[config.mk]
export PLATFORM = sky130hd
export DESIGN_NAME = floor_request_scheduler
export DESIGN_NICKNAME = d
export VERILOG_FILES = /design/src/rtl/floor_request_scheduler_pkg.sv /design/src/rtl/floor_request_scheduler_button.sv /design/src/rtl/floor_request_scheduler.sv
export SDC_FILE = /design/constraint.sdc
export NUM_CORES = 1
export LEC_CHECK = 0
export ABC_AREA = 1
export CAP_MARGIN = 10
export CORE_UTILIZATION = 39
export DETAILED_ROUTE_END_ITERATION = 6
export DONT_BUFFER_PORTS = 1
export PLACE_DENSITY_LB_ADDON = 0.15
export SLEW_MARGIN = 20
export SYNTH_ARGS = -nofsm -noshare
export SYNTH_HDL_FRONTEND = slang
export SYNTH_SLANG_ARGS = --single-unit
export TNS_END_PERCENT = 1
[constraint.sdc]
create_clock -name clk -period 2.3 [get_ports clk]
set_input_delay 0 -clock clk [delete_from_list [all_inputs] [get_ports clk]]
set_output_delay 0 -clock clk [all_outputs]
set_load 0.02 [all_outputs]
[src/rtl/floor_request_scheduler_pkg.sv]
// ----------------------------------------------------------------------------
// floor_request_scheduler_pkg
// Shared definitions for the call-button scheduler: the scheduler state
// encoding, the sweep-direction constants and the default door-dwell length.
// ----------------------------------------------------------------------------
package floor_request_scheduler_pkg;

    typedef enum logic [1:0] {
        ST_IDLE  = 2'd0,
        ST_MOVE  = 2'd1,
        ST_DWELL = 2'd2
    } sched_state_e;

    localparam logic DIR_UP   = 1'b1;
    localparam logic DIR_DOWN = 1'b0;

    // Door-open time in clock cycles at the board clock; simulations override it.
    localparam logic [31:0] DWELL_COUNT_DEFAULT = 32'd10000000;

endpackage

[src/rtl/floor_request_scheduler_button.sv]
// ----------------------------------------------------------------------------
// button_sync_edge
// Brings a vector of asynchronous push buttons into the clock domain with a
// 2-FF synchroniser and emits a one-cycle pulse on each rising edge, so a held
// button produces exactly one pulse.
//
// Ports:
//   clk     - system clock
//   rst_n   - asynchronous active-low reset
//   i_btn   - raw button levels, one bit per button
//   o_rise  - one-cycle pulse per synchronised rising edge
// ----------------------------------------------------------------------------
module button_sync_edge
    import floor_request_scheduler_pkg::*;
#(
    parameter int WIDTH = 5
) (
    input  logic             clk,
    input  logic             rst_n,
    input  logic [WIDTH-1:0] i_btn,
    output logic [WIDTH-1:0] o_rise
);

    logic [WIDTH-1:0] r_s1;
    logic [WIDTH-1:0] r_s2;
    logic [WIDTH-1:0] r_s2_d;

    // NOTE: asynchronous reset is sampled in the sensitivity list; the
    // deassertion edge is assumed synchronised upstream by the board reset logic.
    always_ff @(posedge clk or negedge rst_n) begin
        if (!rst_n) begin
            r_s1   <= '0;
            r_s2   <= '0;
            r_s2_d <= '0;
        end else begin
            // NOTE: non-blocking assignments make every flop sample the old
            // value of its predecessor, which is what builds the shift chain.
            r_s1   <= i_btn;
            r_s2   <= r_s1;
            r_s2_d <= r_s2;
        end
    end

    // Edge flop restarts at 0 after reset, so a button held through reset
    // still yields a pulse once reset is released.
    assign o_rise = r_s2 & ~r_s2_d;

endmodule

[src/rtl/floor_request_scheduler.sv]
// ----------------------------------------------------------------------------
// floor_request_scheduler
// Call-button front end for the elevator controller. Latches per-floor call
// requests, picks the next target with a SCAN (keep-direction) policy,
// retargets to closer floors on the way, clears a request on arrival and holds
// the door open for DWELL_COUNT cycles before the next move.
//
// Ports:
//   clk             - system clock
//   rst_n           - asynchronous active-low reset
//   call_btn        - raw call buttons, bit i = floor i
//   current_floor   - floor reported by the elevator controller
//   car_idle        - controller idle indication
//   requested_floor - registered target floor for the controller
//   pending         - latched, unserved requests
//   dir_up          - sweep direction, 1 = up
//   door_open       - high while the door dwell runs
// ----------------------------------------------------------------------------
module floor_request_scheduler
    import floor_request_scheduler_pkg::*;
#(
    parameter int          NUM_FLOORS  = 5,
    parameter int          FLOOR_W     = 4,
    parameter logic [31:0] DWELL_COUNT = DWELL_COUNT_DEFAULT
) (
    input  logic                  clk,
    input  logic                  rst_n,
    input  logic [NUM_FLOORS-1:0] call_btn,
    input  logic [FLOOR_W-1:0]    current_floor,
    input  logic                  car_idle,
    output logic [FLOOR_W-1:0]    requested_floor,
    output logic [NUM_FLOORS-1:0] pending,
    output logic                  dir_up,
    output logic                  door_open
);

    typedef struct packed {
        logic               found;
        logic [FLOOR_W-1:0] floor;
    } pick_t;

    // Lowest pending floor f with lo < f < hi. Bounds are ints so -1 and
    // NUM_FLOORS can serve as open ends.
    function automatic pick_t lowest_between(input logic [NUM_FLOORS-1:0] req,
                                             input int lo, input int hi);
        pick_t p;
        p.found = 1'b0;
        p.floor = '0;
        for (int f = NUM_FLOORS - 1; f >= 0; f--) begin
            if (req[f] && (f > lo) && (f < hi)) begin
                p.found = 1'b1;
                p.floor = FLOOR_W'(f);
            end
        end
        return p;
    endfunction

    // Highest pending floor f with lo < f < hi.
    function automatic pick_t highest_between(input logic [NUM_FLOORS-1:0] req,
                                              input int lo, input int hi);
        pick_t p;
        p.found = 1'b0;
        p.floor = '0;
        for (int f = 0; f < NUM_FLOORS; f++) begin
            if (req[f] && (f > lo) && (f < hi)) begin
                p.found = 1'b1;
                p.floor = FLOOR_W'(f);
            end
        end
        return p;
    endfunction

    sched_state_e          r_state;
    logic [FLOOR_W-1:0]    r_req_floor;
    logic                  r_dir_up;
    logic [NUM_FLOORS-1:0] r_pending;
    logic [31:0]           r_dwell_cnt;

    sched_state_e          w_state_nxt;
    logic [FLOOR_W-1:0]    w_req_nxt;
    logic                  w_dir_nxt;
    logic [31:0]           w_dwell_nxt;
    logic [NUM_FLOORS-1:0] w_clr;
    logic [NUM_FLOORS-1:0] w_set;
    logic [NUM_FLOORS-1:0] w_rise;
    logic [NUM_FLOORS-1:0] w_cur_onehot;
    logic                  w_cur_valid;
    int                    w_cur_i;
    int                    w_req_i;
    pick_t                 w_above;
    pick_t                 w_below;
    pick_t                 w_fwd_up;
    pick_t                 w_fwd_dn;

    button_sync_edge #(
        .WIDTH (NUM_FLOORS)
    ) u_btn (
        .clk    (clk),
        .rst_n  (rst_n),
        .i_btn  (call_btn),
        .o_rise (w_rise)
    );

    assign w_cur_i     = int'(current_floor);
    assign w_req_i     = int'(r_req_floor);
    // A controller fault can report a floor outside the building; such a
    // floor never matches a request bit and never triggers a clear.
    assign w_cur_valid = (w_cur_i < NUM_FLOORS);

    always_comb begin
        w_cur_onehot = '0;
        for (int f = 0; f < NUM_FLOORS; f++) begin
            w_cur_onehot[f] = (w_cur_i == f);
        end
    end

    // Presses for the floor whose door is open are already being served.
    assign w_set = w_rise & ~((r_state == ST_DWELL) ? w_cur_onehot : '0);

    // Out-of-range current_floor compares as above every real floor.
    assign w_above  = lowest_between(r_pending, w_cur_i, NUM_FLOORS);
    assign w_below  = highest_between(r_pending, -1, w_cur_i);
    assign w_fwd_up = lowest_between(r_pending, w_cur_i, w_req_i);
    assign w_fwd_dn = highest_between(r_pending, w_req_i, w_cur_i);

    always_comb begin
        // NOTE: every signal driven here gets a default first, so no path
        // through the case leaves it unassigned and no latch is inferred.
        w_state_nxt = r_state;
        w_req_nxt   = r_req_floor;
        w_dir_nxt   = r_dir_up;
        w_dwell_nxt = r_dwell_cnt;
        w_clr       = '0;

        case (r_state)
            ST_IDLE: begin
                if (r_pending == '0) begin
                    w_req_nxt = current_floor;
                end else if (w_cur_valid && |(r_pending & w_cur_onehot)) begin
                    w_clr       = w_cur_onehot;
                    w_dwell_nxt = DWELL_COUNT - 32'd1;
                    w_state_nxt = ST_DWELL;
                end else begin
                    w_state_nxt = ST_MOVE;
                    if (r_dir_up == DIR_UP) begin
                        if (w_above.found) begin
                            w_req_nxt = w_above.floor;
                        end else begin
                            w_dir_nxt = DIR_DOWN;
                            w_req_nxt = w_below.floor;
                        end
                    end else begin
                        if (w_below.found) begin
                            w_req_nxt = w_below.floor;
                        end else begin
                            w_dir_nxt = DIR_UP;
                            w_req_nxt = w_above.floor;
                        end
                    end
                end
            end

            ST_MOVE: begin
                if (w_cur_valid && car_idle && (current_floor == r_req_floor)) begin
                    w_clr       = w_cur_onehot;
                    w_dwell_nxt = DWELL_COUNT - 32'd1;
                    w_state_nxt = ST_DWELL;
                end else if (w_cur_valid) begin
                    // Only pick up floors ahead of the car in the sweep direction.
                    if ((r_dir_up == DIR_UP) && w_fwd_up.found) begin
                        w_req_nxt = w_fwd_up.floor;
                    end else if ((r_dir_up == DIR_DOWN) && w_fwd_dn.found) begin
                        w_req_nxt = w_fwd_dn.floor;
                    end
                end
            end

            ST_DWELL: begin
                // Loaded with DWELL_COUNT-1, so the door stays open DWELL_COUNT cycles.
                if (r_dwell_cnt == '0) begin
                    w_state_nxt = ST_IDLE;
                end else begin
                    w_dwell_nxt = r_dwell_cnt - 32'd1;
                end
            end

            default: begin
                w_state_nxt = ST_IDLE;
            end
        endcase
    end

    always_ff @(posedge clk or negedge rst_n) begin
        if (!rst_n) begin
            r_state     <= ST_IDLE;
            r_req_floor <= '0;
            r_dir_up    <= DIR_UP;
            r_pending   <= '0;
            r_dwell_cnt <= '0;
        end else begin
            r_state     <= w_state_nxt;
            r_req_floor <= w_req_nxt;
            r_dir_up    <= w_dir_nxt;
            r_dwell_cnt <= w_dwell_nxt;
            // Clear takes priority over a same-edge set of the same bit.
            r_pending   <= (r_pending | w_set) & ~w_clr;
        end
    end

    assign requested_floor = r_req_floor;
    assign pending         = r_pending;
    assign dir_up          = r_dir_up;
    assign door_open       = (r_state == ST_DWELL);

endmodule

== Word level (Yosys, flattened, before mapping) ==
Cells that the tools add are included.
Storage, ports and cells
  flip-flop bits (word level): 59
  bits of input ports: 12
  output and inout port bits: 11
  logic and storage cells: 146
Cells by class
  add/subtract/negate cells: 1
  magnitude comparators: 21
  equal/unequal tests: 16
  muxes and demuxes: 48
  bitwise operators: 11
  reduce and logical (&&, ||, !) cells: 41
Operator list (number)
  32-bit two-way mux: 4
  5-bit two-way mux: 24
  32-bit one-hot mux with 3 select lines: 1
  32-bit logical NOT: 2
  4-bit two-way mux: 9
  32-bit by 1-bit subtractor with 32-bit output (second input constant): 1
  1-bit logical AND: 30
  5-bit bitwise AND: 4
  1-bit by 4-bit > comparator with 1-bit output (first input constant): 4
  2-bit by 4-bit > comparator with 1-bit output (first input constant): 4
  1-bit by 4-bit less-than comparator with 1-bit output (first input constant): 4
  2-bit by 4-bit less-than comparator with 1-bit output (first input constant): 4
  5-bit NOT: 3
  2-bit != test (second input constant): 6
  5-bit one-hot mux with 2 select lines: 1
  5-bit AND reduction: 2
  4-bit by 3-bit == test with 1-bit output (second input constant): 2
  3-bit by 4-bit > comparator with 1-bit output (first input constant): 2
  3-bit by 4-bit less-than comparator with 1-bit output (first input constant): 2
  2-bit two-way mux: 4
  4-bit one-hot mux with 2 select lines: 1
  3-bit != test (second input constant): 2
  2-bit one-hot mux with 3 select lines: 1
  3-bit AND reduction: 2
  other kinds (15): 19

== Longest topological paths before layout ==
  word-level depth: 14
  depth in mapped cells: 14
  depth with buffers taken out: 13

== Modules after synthesis ==
From an unflattened synthesis, not the netlist that was laid out.
Second synthesis, totals
  cell total of the unflattened synthesis: 531
  area total of the unflattened synthesis: 3626.0 µm²
By module, submodules not included
  floor_request_scheduler: instances 1, cells an instance 506, area an instance 3200.6 µm², sequential area each 1102.3 µm²
  button_sync_edge: instances 1, cells an instance 25, area an instance 425.4 µm², sequential area each 375.4 µm²

== Worst setup path before layout ==
OpenSTA, ideal clock, no wires.
  kind: flip-flop to flip-flop
  from: register r_req_floor[2], in the netlist requested_floor[2]
  to: register r_req_floor[1], in the netlist requested_floor[1]
  setup time: 117 ps
  arrival time: 1487 ps
  data required time: 2183 ps
  setup slack: 697 ps
  cell stages (with the launch flop): 13
  buffers on the path: 0
  period minus slack after synthesis: 1603 ps
  cell sequence: dfrtp_1 nor2_2 nand2_1 inv_1 nor2_1 nor2_2 nand3_2 nand2_1 nand3_1 nand3_2 inv_2 nand2_1 nand2_1
Between the ends
  longest elaborated chain between the ends: 12
  elaborated cells between the ends (all ways): 47
  classes of those cells: order compare (10); eq/ne (3); mux (15); reduce/logical (19)
Ends and longest elaborated chain
  start, declared: line floor_request_scheduler.sv:74  | logic [FLOOR_W-1:0] r_req_floor;
  start signal, assigned: line floor_request_scheduler.sv:202  | r_req_floor <= w_req_nxt;
  1-bit by 4-bit > comparator with 1-bit output or 3-bit by 4-bit less-than comparator with 1-bit output (tied branches): line floor_request_scheduler.sv:65, floor_request_scheduler.sv:50
  1-bit logical AND, on equally long branches: line floor_request_scheduler.sv:65, floor_request_scheduler.sv:50
  1-bit logical AND or 5-bit two-way mux (tied branches): line floor_request_scheduler.sv:65, floor_request_scheduler.sv:50
  5-bit two-way mux, on equally long branches (4 in series): line floor_request_scheduler.sv:65, floor_request_scheduler.sv:50
  4-bit two-way mux or 1-bit logical AND (tied branches): line floor_request_scheduler.sv:172, floor_request_scheduler.sv:170
  4-bit two-way mux: line floor_request_scheduler.sv:170  | if ((r_dir_up == DIR_UP) && w_fwd_up.found) begin
  4-bit two-way mux: line floor_request_scheduler.sv:168  | end else if (w_cur_valid) begin
  4-bit two-way mux: line floor_request_scheduler.sv:164  | if (w_cur_valid && car_idle && (current_floor == r_req_floor)) begin
  4-bit one-hot mux with 2 select lines: line floor_request_scheduler.sv:135  | case (r_state)
Several ways; a longest one is shown, not always the timed one. The select of a mux whose other input is x is not followed.
A chain may end at the register's enable or synchronous reset.

== Worst setup path after layout ==
  from: register r_req_floor[2], in the netlist requested_floor[2]
  to: register r_pending[2], in the netlist pending[2]
Between the ends
  longest elaborated chain between the ends: 6
Ends and longest elaborated chain
  4-bit == test: line floor_request_scheduler.sv:164
  1-bit logical AND: line floor_request_scheduler.sv:164
  5-bit two-way mux: line floor_request_scheduler.sv:164
  5-bit one-hot mux with 2 select lines: line floor_request_scheduler.sv:135
  5-bit NOT: line floor_request_scheduler.sv:206  | r_pending <= (r_pending | w_set) & ~w_clr;
  5-bit bitwise AND: line floor_request_scheduler.sv:206
  end signal, assigned: line floor_request_scheduler.sv:206
  end, declared: line floor_request_scheduler.sv:76  | logic [NUM_FLOORS-1:0] r_pending;
Every way passes these cells.

==> metrics.txt <==
outcome=completed; Yosys reg bits=59; DIE WIDTH=101 microns; Post-Synth Adder-Cell Area=0.00658; per-cell routed wire length=13.3 microns; synth-to-layout area growth=13.4%; IO Port Bufs=0; antenna violations before repair=0; period utilisation layout=0.913; list of most frequent post-synthesis cells=146 x nand2_1, 83 x nor2_1, 58 x dfrtp_1, 40 x inv_1; Reg power frac=0.322; Synth Instances=522; Placed Cells=653; register area=1480 sq um; clock power share=0.214; Synth Flop Type=dfrtp_1; Post-Synth XOR/XNOR Area=0.0622; layout cells sized above 1=0.139; Synthesized Nets=536; GRT Total Usage=0.197; Die ar.=10100 sq um; die height=101 microns; Site Rows=35; min Tclk post-route=2100 ps; Nets=561; core box area=9330 sq um; unrepaired setup endpoints after global routing=no; crit path max fanout=5; required time of the critical path=2530 ps; clk_lat worst skew=350 ps; Initial Utilization=0.408; sw power=2.14 mW; combinational share of power=0.463; final antenna-violating net count=0; post-synthesis mux area share=0; worst hold path class=input pin to register; diode count=0; Startpoint Class=register; crit-path leading delay family=buffers and inverters; number of global-route vias before repair=3190; DR vias/cell=4.94; total clock sinks=59; final setup violating endpoints=0; DRT Pass-1 Iters=5; post-synthesis sequential area ratio=0.389; Ports=23; Setup crit end kind=register; Worst Path Arrival=2330 ps; first-pass GRT wire length=15500 microns; multi-input logic area=2050 sq um; Peak VDD IR=0.515 mV; Detailed Place HPWL=6480 microns; Warnings, synthesis=0; routability congestion estimate=0.874; largest net degree at the start of global routing=60; root buf cell=clkbuf_8; Filler cells=944; Max Slew Vio Count=0; Max Fclk=0.476 GHz; area of the mapped netlist=3800 sq um; final WL=9050 microns; Yosys cell types=40; Int Power=2.46 mW; Buf+Inv Stages, Crit Path=2; critical setup path kind=register to register; largest family of logic cells by synthesized area=simple AND/OR/NAND/NOR gates; area leader, netlist=dfrtp_1; Async S/R FF share, synth=1.00; Lkg Pwr=2.04 nW; Final Non-Filler Cells=681; setup bufs post-CTS=0; CP Cell Sequence=xor2_1, nor3_2, nand3_1, o21ai_0, buf_4, a41oi_1, dlygate4sd3_1; switching part of the total=0.465; CTS tree=done; routed via count=3362; fraction of the mapped netlist area in compound gates=0.105; skew final=12.8 ps; most frequent cell after synthesis=nand2_1; Area contributors post-synth=dfrtp_1 38%, nand2_1 14%, nor2_1 8.2%; drt drc=0; Clock Path Buffers=2; max-cap violations=0; Slew @ Worst Pin=563 ps; Cell Pwr Density=1070 nW/um^2; max_slew headroom=0.624; total gr overflow=0; Num CTS Buffers=9; Max stage delay on crit path=580 ps; Post-Syn Area per Cell=7.28 sq um; TNS Setup=0 ps; Post-Synth Simple-Gate Area=0.366; post-synth top area share=0.382; Starting DRT DRC Count=154; EDFF count, synth=0; Clock transition at path regs=80 ps; H-tree Lvls=3; cell area after placement=3970 sq um; design area=4310 sq um; R2R setup slack=200 ps; Hold Fails Final Rpt=0; crit path max-delay cell type=dlygate4sd3_1
-- metal layers --
layer | vias up | global-route usage | part of all wire
met5 | - | 0 | 0
met4 | 0 | 0.0624 | 0.012
met3 | 8 | 0.0388 | 0.044
met2 | 61 | 0.298 | 0.43
met1 | 1568 | 0.285 | 0.51
li1 | 1725 | - | -
-- worst register-to-register path, cell delays in order (launching register included) --
cell and delay (ps):
dfrtp_2 490, xor2_1 190, nor3_2 220, nand3_1 110, o21ai_0 100, buf_4 180, a41oi_1 100, dlygate4sd3_1 580
-- stage by stage --
stage / total power [mW] / worst slack [ps] / utilization / hold WS, ps
global placement: 3.57 / 305 / 0.426 / -294
finish: 4.60 / 201 / 0.462 / 18.2
floorplan: 3.18 / 697 / - / -296
global route: 5.01 / 23.7 / 0.462 / 22.2
detailed placement: 3.60 / 253 / 0.426 / -294
CTS: 4.64 / 170 / 0.462 / 11.6
-- final timing paths --
check	cells past startpoint	to	from
max reg2reg	7	pending[2]	requested_floor[2]
max	7	pending[2]	requested_floor[2]
min reg2reg	0	u_btn.r_s2[2]	u_btn.r_s1[2]
max in group asynchronous	2	dir_up	rst_n
min in group asynchronous	2	requested_floor[0]	rst_n
min	4	pending[3]	current_floor[2]
-- flip-flops by register name, summed over array words and instances (netlist names) --
name,cells
r_dwell_cnt,32
pending,5
u_btn.r_s1,5
u_btn.r_s2,5
u_btn.r_s2_d,5
requested_floor,4
r_state,2
dir_up,1
-- cell type report --
type	count	area share
clock buffers	9	0.0287
clock inverters	7	0.0177
inverters	46	0.0400
multi-input cells	405	0.476
flip-flops and latches	59	0.343
well taps	129	0.0374
repair buffers	26	0.0563
-- placed cells by master, fill, tap and decap left out, types with 2 or more instances in the layout --
| cell type | netlist | final |
|---|---|---|
| nand2_1 | 146 | 146 |
| nor2_1 | 83 | 82 |
| dfrtp_1 | 58 | 56 |
| inv_1 | 40 | 40 |
| o21ai_0 | 31 | 31 |
| nand3_1 | 31 | 31 |
| xor2_1 | 22 | 22 |
| buf_4 | 2 | 14 |
| a21oi_1 | 13 | 13 |
| o21ai_1 | 11 | 11 |
| dlygate4sd3_1 | 0 | 11 |
| nand4_1 | 9 | 9 |
| nand3_2 | 9 | 9 |
| clkbuf_8 | 0 | 9 |
| nor2_2 | 7 | 8 |
| o21ai_2 | 6 | 6 |
| inv_2 | 5 | 5 |
| a31oi_1 | 5 | 5 |
| xnor2_1 | 5 | 5 |
| nand2_2 | 4 | 4 |
| nand2_4 | 3 | 3 |
| nor2_4 | 2 | 2 |
| or2_0 | 2 | 2 |
| nor3_1 | 2 | 2 |
| nand3b_1 | 2 | 2 |
| ha_1 | 2 | 2 |
| clkinvlp_4 | 0 | 2 |
| inv_6 | 0 | 2 |
| dfrtp_2 | 0 | 2 |
-- power groups by stage --
stage / Combinational [mW] / Clock (mW) / Sequential, mW
CTS: 2.15 / 1.01 / 1.48
floorplan: 1.71 / 0 / 1.47
global route: 2.43 / 1.06 / 1.51
detailed placement: 2.10 / 0 / 1.50
finish: 2.13 / 0.986 / 1.48
global placement: 2.08 / 0 / 1.49
-- cells by family after synthesis --
group                      after synthesis
buffers and inverters                   58
DFF                                     59
xor gates and xnor gates                27
AOI/OAI and AO/OA                       70
and+or+nand+nor                        306
adders and majority gates                2
-- what timing repair did --
| action | CTS | global route |
|---|---|---|
| hold buffers | 12 | 0 |
| resized for setup | 0 | 2 |
| endpoints found under the setup margin | 0 | 1 |
| endpoints found under the hold margin | 71 | 0 |
No activity file was read; power rests on OpenSTA's default activity.
